$ cat src/rtl/ddr4_v2_2_20_upsizer_rr_arbiter.sv
// Round-robin arbiter sharing one upsizer command port between C_NUM_REQ requesters.
// Winner payload and index are registered; back-to-back grants on accept.
module ddr4_v2_2_20_upsizer_rr_arbiter #(
    parameter string       C_FAMILY        = "virtex6",
    parameter int unsigned C_NUM_REQ       = 4,
    parameter int unsigned C_PAYLOAD_WIDTH = 32
) (
    input  logic                                   ACLK,
    input  logic                                   ARESETN,
    input  logic [C_NUM_REQ-1:0]                   S_REQ,
    input  logic [C_NUM_REQ*C_PAYLOAD_WIDTH-1:0]   S_PAYLOAD,
    output logic [C_NUM_REQ-1:0]                   S_ACK,
    output logic                                   M_VALID,
    input  logic                                   M_READY,
    output logic [C_PAYLOAD_WIDTH-1:0]             M_PAYLOAD,
    output logic [$clog2(C_NUM_REQ)-1:0]           M_GRANT_IDX
);

    localparam int unsigned IdxW = $clog2(C_NUM_REQ);

    typedef enum logic [0:0] {StArb, StHold} state_e;

    state_e                     state_q, state_d;
    logic [IdxW-1:0]            ptr_q, ptr_d;
    logic [IdxW-1:0]            idx_q, idx_d;
    logic [C_PAYLOAD_WIDTH-1:0] payload_q, payload_d;
    logic [C_NUM_REQ-1:0]       ack_q, ack_d;

    logic [C_NUM_REQ-1:0]       win_mask;
    logic [C_NUM_REQ-1:0]       eligible;
    logic                       any_req;
    logic [C_NUM_REQ-1:0]       sel_oh;
    logic [IdxW-1:0]            sel_idx;
    logic [C_PAYLOAD_WIDTH-1:0] sel_payload;

    // The winner being accepted this cycle must not be regranted in the same cycle.
    always_comb begin
        win_mask = '0;
        for (int i = 0; i < int'(C_NUM_REQ); i++) begin
            win_mask[i] = (idx_q == IdxW'(i));
        end
    end

    assign eligible = (state_q == StHold && M_READY) ? (S_REQ & ~win_mask) : S_REQ;

    generate
        if (C_FAMILY == "rtl") begin : g_or_rtl
            assign any_req = |eligible;
        end else begin : g_or_chain
            logic [C_NUM_REQ:0] carry;
            assign carry[0] = 1'b0;
            for (genvar i = 0; i < int'(C_NUM_REQ); i++) begin : g_stage
                assign carry[i+1] = carry[i] | eligible[i];
            end
            assign any_req = carry[C_NUM_REQ];
        end
    endgenerate

    // Scan from ptr+1 upward with wrap; first eligible requester wins.
    always_comb begin
        logic [IdxW:0]   sum;
        logic [IdxW-1:0] j;
        logic            found;
        sel_oh  = '0;
        sel_idx = '0;
        found   = 1'b0;
        sum     = '0;
        j       = '0;
        for (int k = 1; k <= int'(C_NUM_REQ); k++) begin
            sum = {1'b0, ptr_q} + (IdxW+1)'(k);
            if (sum >= (IdxW+1)'(C_NUM_REQ)) begin
                sum = sum - (IdxW+1)'(C_NUM_REQ);
            end
            j = sum[IdxW-1:0];
            if (!found && eligible[j]) begin
                found     = 1'b1;
                sel_oh[j] = 1'b1;
                sel_idx   = j;
            end
        end
    end

    always_comb begin
        sel_payload = '0;
        for (int i = 0; i < int'(C_NUM_REQ); i++) begin
            sel_payload = sel_payload |
                (S_PAYLOAD[i*C_PAYLOAD_WIDTH +: C_PAYLOAD_WIDTH] & {C_PAYLOAD_WIDTH{sel_oh[i]}});
        end
    end

    always_comb begin
        state_d   = state_q;
        ptr_d     = ptr_q;
        idx_d     = idx_q;
        payload_d = payload_q;
        ack_d     = '0;
        unique case (state_q)
            StArb: begin
                if (any_req) begin
                    state_d   = StHold;
                    ptr_d     = sel_idx;
                    idx_d     = sel_idx;
                    payload_d = sel_payload;
                end
            end
            StHold: begin
                if (M_READY) begin
                    ack_d[idx_q] = 1'b1;
                    if (any_req) begin
                        ptr_d     = sel_idx;
                        idx_d     = sel_idx;
                        payload_d = sel_payload;
                    end else begin
                        state_d = StArb;
                    end
                end
            end
        endcase
    end

    always_ff @(posedge ACLK or negedge ARESETN) begin
        if (!ARESETN) begin
            state_q   <= StArb;
            ptr_q     <= IdxW'(C_NUM_REQ - 1);
            idx_q     <= '0;
            payload_q <= '0;
            ack_q     <= '0;
        end else begin
            state_q   <= state_d;
            ptr_q     <= ptr_d;
            idx_q     <= idx_d;
            payload_q <= payload_d;
            ack_q     <= ack_d;
        end
    end

    assign S_ACK       = ack_q;
    assign M_VALID     = (state_q == StHold);
    assign M_PAYLOAD   = payload_q;
    assign M_GRANT_IDX = idx_q;

endmodule

$ cat config.mk
export PLATFORM = sky130hd
export DESIGN_NAME = ddr4_v2_2_20_upsizer_rr_arbiter
export DESIGN_NICKNAME = d
export VERILOG_FILES = /design/src/rtl/ddr4_v2_2_20_upsizer_rr_arbiter.sv
export SDC_FILE = /design/constraint.sdc
export NUM_CORES = 1
export LEC_CHECK = 0
export BUFFER_PORTS_ARGS = -buffer_cell sky130_fd_sc_hd__buf_4
export CORE_MARGIN = 1
export CORE_UTILIZATION = 48
export DETAILED_ROUTE_END_ITERATION = 8
export PLACE_DENSITY_LB_ADDON = 0.08
export SLEW_MARGIN = 20
export SYNTH_ARGS = -nofsm -noshare
export SYNTH_HDL_FRONTEND = slang
export SYNTH_SLANG_ARGS = --single-unit
$ cat constraint.sdc
create_clock -name ACLK -period 6.9 [get_ports ACLK]
set_input_delay 0 -clock ACLK [delete_from_list [all_inputs] [get_ports ACLK]]
set_output_delay 0 -clock ACLK [all_outputs]
set_load 0.005 [all_outputs]
# Word level (Yosys, flattened, before mapping)
# Cells that the tools add are included.
dict set report word_totals {
  reg_bits 41
  in_bits 135
  out_inout_bits 39
}
dict set report op_classes {
  add_sub_neg 8
  order_cmp 14
  n_eq_ne 4
  n_mux 48
  n_bitwise 16
  reduce_logical 13
}
# operator count
set op_table {}
lappend op_table {{$and 32x32->32} 4}
lappend op_table {{$or 32x32->32} 3}
lappend op_table {{$mux 32} 2}
lappend op_table {{$pmux 32 s2} 1}
lappend op_table {{$mux 4} 7}
lappend op_table {{$mux 2} 12}
lappend op_table {{$lt 2x3->1 const B} 5}
lappend op_table {{$mux 1} 14}
lappend op_table {{$ge 3x3->1 const B} 4}
lappend op_table {{$or 4x4->4} 3}
lappend op_table {{$demux 1 s2} 5}
lappend op_table {{$ge 2x1->1 const B} 5}
lappend op_table {{$logic_and 1x1->1} 9}
lappend op_table {{$bmux 1 s2} 4}
lappend op_table {{$pmux 2 s2} 2}
lappend op_table {{$sub 2x1->2 const B} 4}
lappend op_table {{$add 2x2->3 const B} 2}
lappend op_table {{$and 4x4->4} 1}
lappend op_table {{$eq 2x2->1 const B} 2}
lappend op_table {{$not 4->4} 1}
lappend op_table {{$add 2x1->3 const B} 1}
lappend op_table {{$add 2x3->3 const B} 1}
lappend op_table {{$logic_not 1->1} 3}
lappend op_table {{$or 1x1->1} 3}
lappend op_table {{5 further kinds} 5}

# Longest topological paths before layout
dict set report depth {
  word_depth 23
  depth_mapped 10
  mapped_depth_nobuf 8
}

# Worst setup path before layout
# Ideal clock, no wire load.
dict set report synth_path {
  kind {register to register}
  startpoint {reg ptr_q[0]}
  endpoint {reg payload_q[0] (netlist: M_PAYLOAD[0])}
  t_arrival_ps 2531
  required_ps 6759
  setup_slack_ps 4228
  stages_incl_launch_ff 10
  n_path_buf 2
  synth_period_minus_slack_ps 2672
  cell_sequence {dfstp_2 > buf_2 > inv_2 > ha_1 > mux4_2 > a311oi_2 > o22ai_2 > buf_6 > a221oi_2 > a31oi_1}
}
dict set report synth_between {
  elab_chain_cells 22
}
# item line
set synth_lines {}
lappend synth_lines {{from (decl)} 24} ;# logic [IdxW-1:0] ptr_q, ptr_d;
lappend synth_lines {{from (signal assigned)} 124} ;# ptr_q <= IdxW'(C_NUM_REQ - 1);
lappend synth_lines {{from (signal assigned)} 130} ;# ptr_q <= ptr_d;
lappend synth_lines {{branches (longest 14 deep; another with $add 2x1->3)} n/a}
lappend synth_lines {{$mux 4 (*)} 75} ;# if (!found && eligible[j]) begin
lappend synth_lines {{$and 32x32->32} 87} ;# (S_PAYLOAD[i*C_PAYLOAD_WIDTH +: C_PAYLOAD_WIDTH] & {C_PAYLOAD_WIDTH{sel_oh[i]}});
lappend synth_lines {{$or 32x32->32 (2 in a row)} 86} ;# sel_payload = sel_payload |
lappend synth_lines {{$or 32x32->32 (*)} 86}
lappend synth_lines {{$mux 32 (*)} {99, 109}}
lappend synth_lines {{$mux 32} 107} ;# if (M_READY) begin
lappend synth_lines {{$pmux 32 s2 (*)} 97} ;# unique case (state_q)
lappend synth_lines {{to (signal assigned)} 132} ;# payload_q <= payload_d;
lappend synth_lines {{to (decl)} 26} ;# logic [C_PAYLOAD_WIDTH-1:0] payload_q, payload_d;
# Every way passes the cells marked *. The select of a mux whose other input is x is not followed.
# A chain may end at the register's enable or synchronous reset.

# Final worst setup path
dict set report layout_path {
  startpoint {reg ptr_q[0]}
  endpoint {reg payload_q[7] (netlist: M_PAYLOAD[7])}
}
# Same word-level chain as after synthesis.

==> reports/qor.yml <==
placement:
  place_area_um2: 4350
  portBuffers: 173
  place_inst: 534
  gp_congestion: 0.924
  dpl.hpwl_um: 7010
  pre_cts_ws_ns: 3.64
detailed_routing:
  drc: 0
  ant_nets: 0
  wl_per_cell_um: 18.3
  vias_per_cell: 6.06
  finalWirelength_um: 9950
  first_iter_violations: 247
  via_count: 3294
  firstDrtPassIters: 4
sta:
  relSlewSlack: 0.283
  tns_ns: 0
  fin_skew_ns: 0.00517
  fmax_mhz: 300
  hold_violations: 0
  setup_viol: 0
  fin_crit_ns: 3.33
  drv_slew: 0
  worst_pin_slew_ns: 1.08
  setup_ws_ns: 3.57
  rsz0062_at_grt: "false"
  period_share: 0.483
critical_path:
  worstSetupEndpointType: "register"
  required_ns: 7.12
  r2r-start: "ptr_q[0]"
  r2r_end: "M_PAYLOAD[7]"
  startpoint_type: "register"
  crit_arrival_ns: 3.55
  worst-setup-path-type: "reg -> reg"
  crit_fanout: 34
  worst-r2r-setup-slack_ns: 3.57
  r2r_cells: 9
status:
  outcome: "complete, no violations"
finish:
  utilization: 0.745
  diodes: 0
  seq_area_um2: 1030
  syn_to_final_growth_pct: 47.8
  multiInputGateArea_um2: 1860
  design_area_um2: 4490
  drive_gt1_frac: 0.499
  layout_commonest_cell: "buf_4"
  mostFrequentLayoutCells: "buf_4 (177), dfrtp_1 (39), nor2_1 (37)"
  fillers: 464
  finalNonFillerCells: 544
  num-nets-final: 611
hold_path:
  hold_depth: 3
  min_from: "S_PAYLOAD[97]"
  hold_path_end: "M_PAYLOAD[1]"
  hp-class: "in -> reg"
power:
  swShare: 0.470
  power_density_nw_per_um2: 509
  p_clk_frac: 0.090
  comb_power_share: 0.715
  vdd_ir_drop_max_uv: 555
  p_leak_uw: 0.00210
  seqPwrFrac: 0.195
  internal_power_uw: 1210
  p_sw_uw: 1070
logic_synthesis:
  synth_cells: 310
  avgSynthCellArea_um2: 9.80
  yosysSeqAreaShare: 0.339
  synth_area_um2: 3040
  synth_seq_cells: 41
  synth_cell_type_count: 42
  yosysWarnings: 0
  syn-num-nets: 453
clocking:
  cts_sinks: 41
  clock_latency_ns: 0.30
  htree_levels: 2
  cts_root_buf: "clkbuf_8"
  path_clk_slew_ns: 0.08
  postCtsResizedCells: 0
  cts_tree: "yes"
  clk_path_buf_depth: 2
  cts_setup_buffers: 0
  cts_made_buffers: 5
die:
  rows: 28
  die-area_um2: 6650
  die_width_um: 81.6
  fp.coreArea_um2: 6030
  die_h_um: 81.6
  num_io_pins: 174
  initial_core_util: 0.504
grt:
  antenna_found_initial: 0
  track_usage: 0.296
  overflow: 0
  grt_pass1_vias: 3131
  grt_max_degree: 50
  grt_pass1_wl_um: 14900
job:
  max_cap_violations: 0
## cell usage after synthesis
cell type / n / area (um^2)
inv_1: 9 / 33.8
o41a_1: 1 / 11.3
a311oi_1: 2 / 17.5
and4_1: 1 / 8.76
nand2_1: 8 / 30.0
and2_4: 1 / 8.76
mux4_2: 3 / 67.6
and3_1: 33 / 206
o2111ai_1: 1 / 8.76
buf_6: 3 / 33.8
inv_2: 2 / 7.51
o21ai_0: 3 / 15.0
mux2i_1: 1 / 10.0
a2111oi_0: 1 / 8.76
dfstp_2: 2 / 52.6
nand4_1: 6 / 37.5
ha_1: 8 / 100
buf_2: 10 / 50.1
a41oi_1: 3 / 26.3
a221oi_2: 30 / 450
nand2b_1: 1 / 6.26
o22a_1: 1 / 8.76
o22ai_1: 2 / 12.5
dfrtp_1: 39 / 976
nand3_1: 1 / 5.00
a31oi_1: 33 / 206
nand4bb_1: 1 / 11.3
a311oi_2: 1 / 15.0
clkbuf_1: 15 / 56.3
mux2_2: 2 / 22.5
and2_1: 2 / 12.5
a21o_1: 1 / 7.51
a22oi_1: 33 / 248
or2_2: 1 / 6.26
nor2_1: 37 / 139
nand4b_2: 2 / 30.0
xnor2_1: 2 / 17.5
o21a_1: 3 / 22.5
a221oi_1: 2 / 17.5
o221ai_1: 1 / 8.76
o2111a_1: 1 / 11.3
o22ai_2: 1 / 12.5
## how the worst max path moves through the flow
stage / depth (start not counted) / startpoint / endpoint
finish: 9 / ptr_q[0] / M_PAYLOAD[7]
global route: 9 / ptr_q[0] / M_PAYLOAD[7]
CTS: 9 / ptr_q[0] / M_PAYLOAD[7]
detailed placement: 9 / ptr_q[0] / M_PAYLOAD[6]
global placement: 9 / ptr_q[0] / M_PAYLOAD[13]
floorplan: 9 / ptr_q[0] / M_PAYLOAD[0]
## metal layers
metal	GRT usage	routed length, um	share of wire
met5	0	0	0
met2	0.518	5290	0.53
met3	0.0733	768	0.077
met4	0.0911	136	0.014
met1	0.354	3750	0.38
## layout make-up
cell class / instances / area share
clock buffers: 7 / 0.0192
inverters: 11 / 0.00919
well taps: 75 / 0.0209
multi-input cells: 230 / 0.415
repair buffers: 179 / 0.300
clock inverters: 1 / 0.00669
flip-flops and latches: 41 / 0.229
## critical path, cell delays in order (launching register included)
cell and delay (ns):
dfstp_2 0.46, inv_2 0.23, ha_1 0.91, inv_1 0.09, a41oi_1 0.20, a311oi_1 0.08
o22ai_2 0.61, buf_4 0.36, a22oi_1 0.10, a31oi_1 0.19
## logic make-up (layout without fill, tap and decap cells)
| logic type | after synthesis | in the layout | share of synthesized area |
|---|---|---|---|
| flops | 41 | 41 | 0.339 |
| compound gates | 120 | 120 | 0.365 |
| simple gates | 94 | 94 | 0.165 |
| mux | 6 | 6 | 0.0329 |
| fa+ha+maj | 8 | 8 | 0.0330 |
| buf+inv | 39 | 198 | 0.0597 |
| xor+xnor | 2 | 2 | 0.00577 |
## state kept, by name, summed over array words and instances, names as in the netlist
signal	cells
M_GRANT_IDX	2
ptr_q	2
S_ACK	4
M_PAYLOAD	32
M_VALID	1
## stage by stage
stage          hold slack (ns)  total power [uW]
2_1_floorplan           -0.296              1610
3_3_place_gp            0.0167              2020
3_5_place_dp            0.0257              2060
4_1_cts                 0.0115              2280
5_1_grt                 0.0140              2450
6_report                0.0174              2290
## power groups by stage
stage,Combinational [uW],Sequential (uW),Clock (uW)
final,1640,446,205
after global placement,1570,445,0
after detailed placement,1610,450,0
after global routing,1760,465,219
after floorplan,1170,440,0
after CTS,1620,446,210
## what timing repair did
item	4_1_cts	5_1_grt
endpoints found under the hold margin	40	0
setup endpoints to repair	0	0
hold buffers	2	0
(Power assumes the default switching activity.)
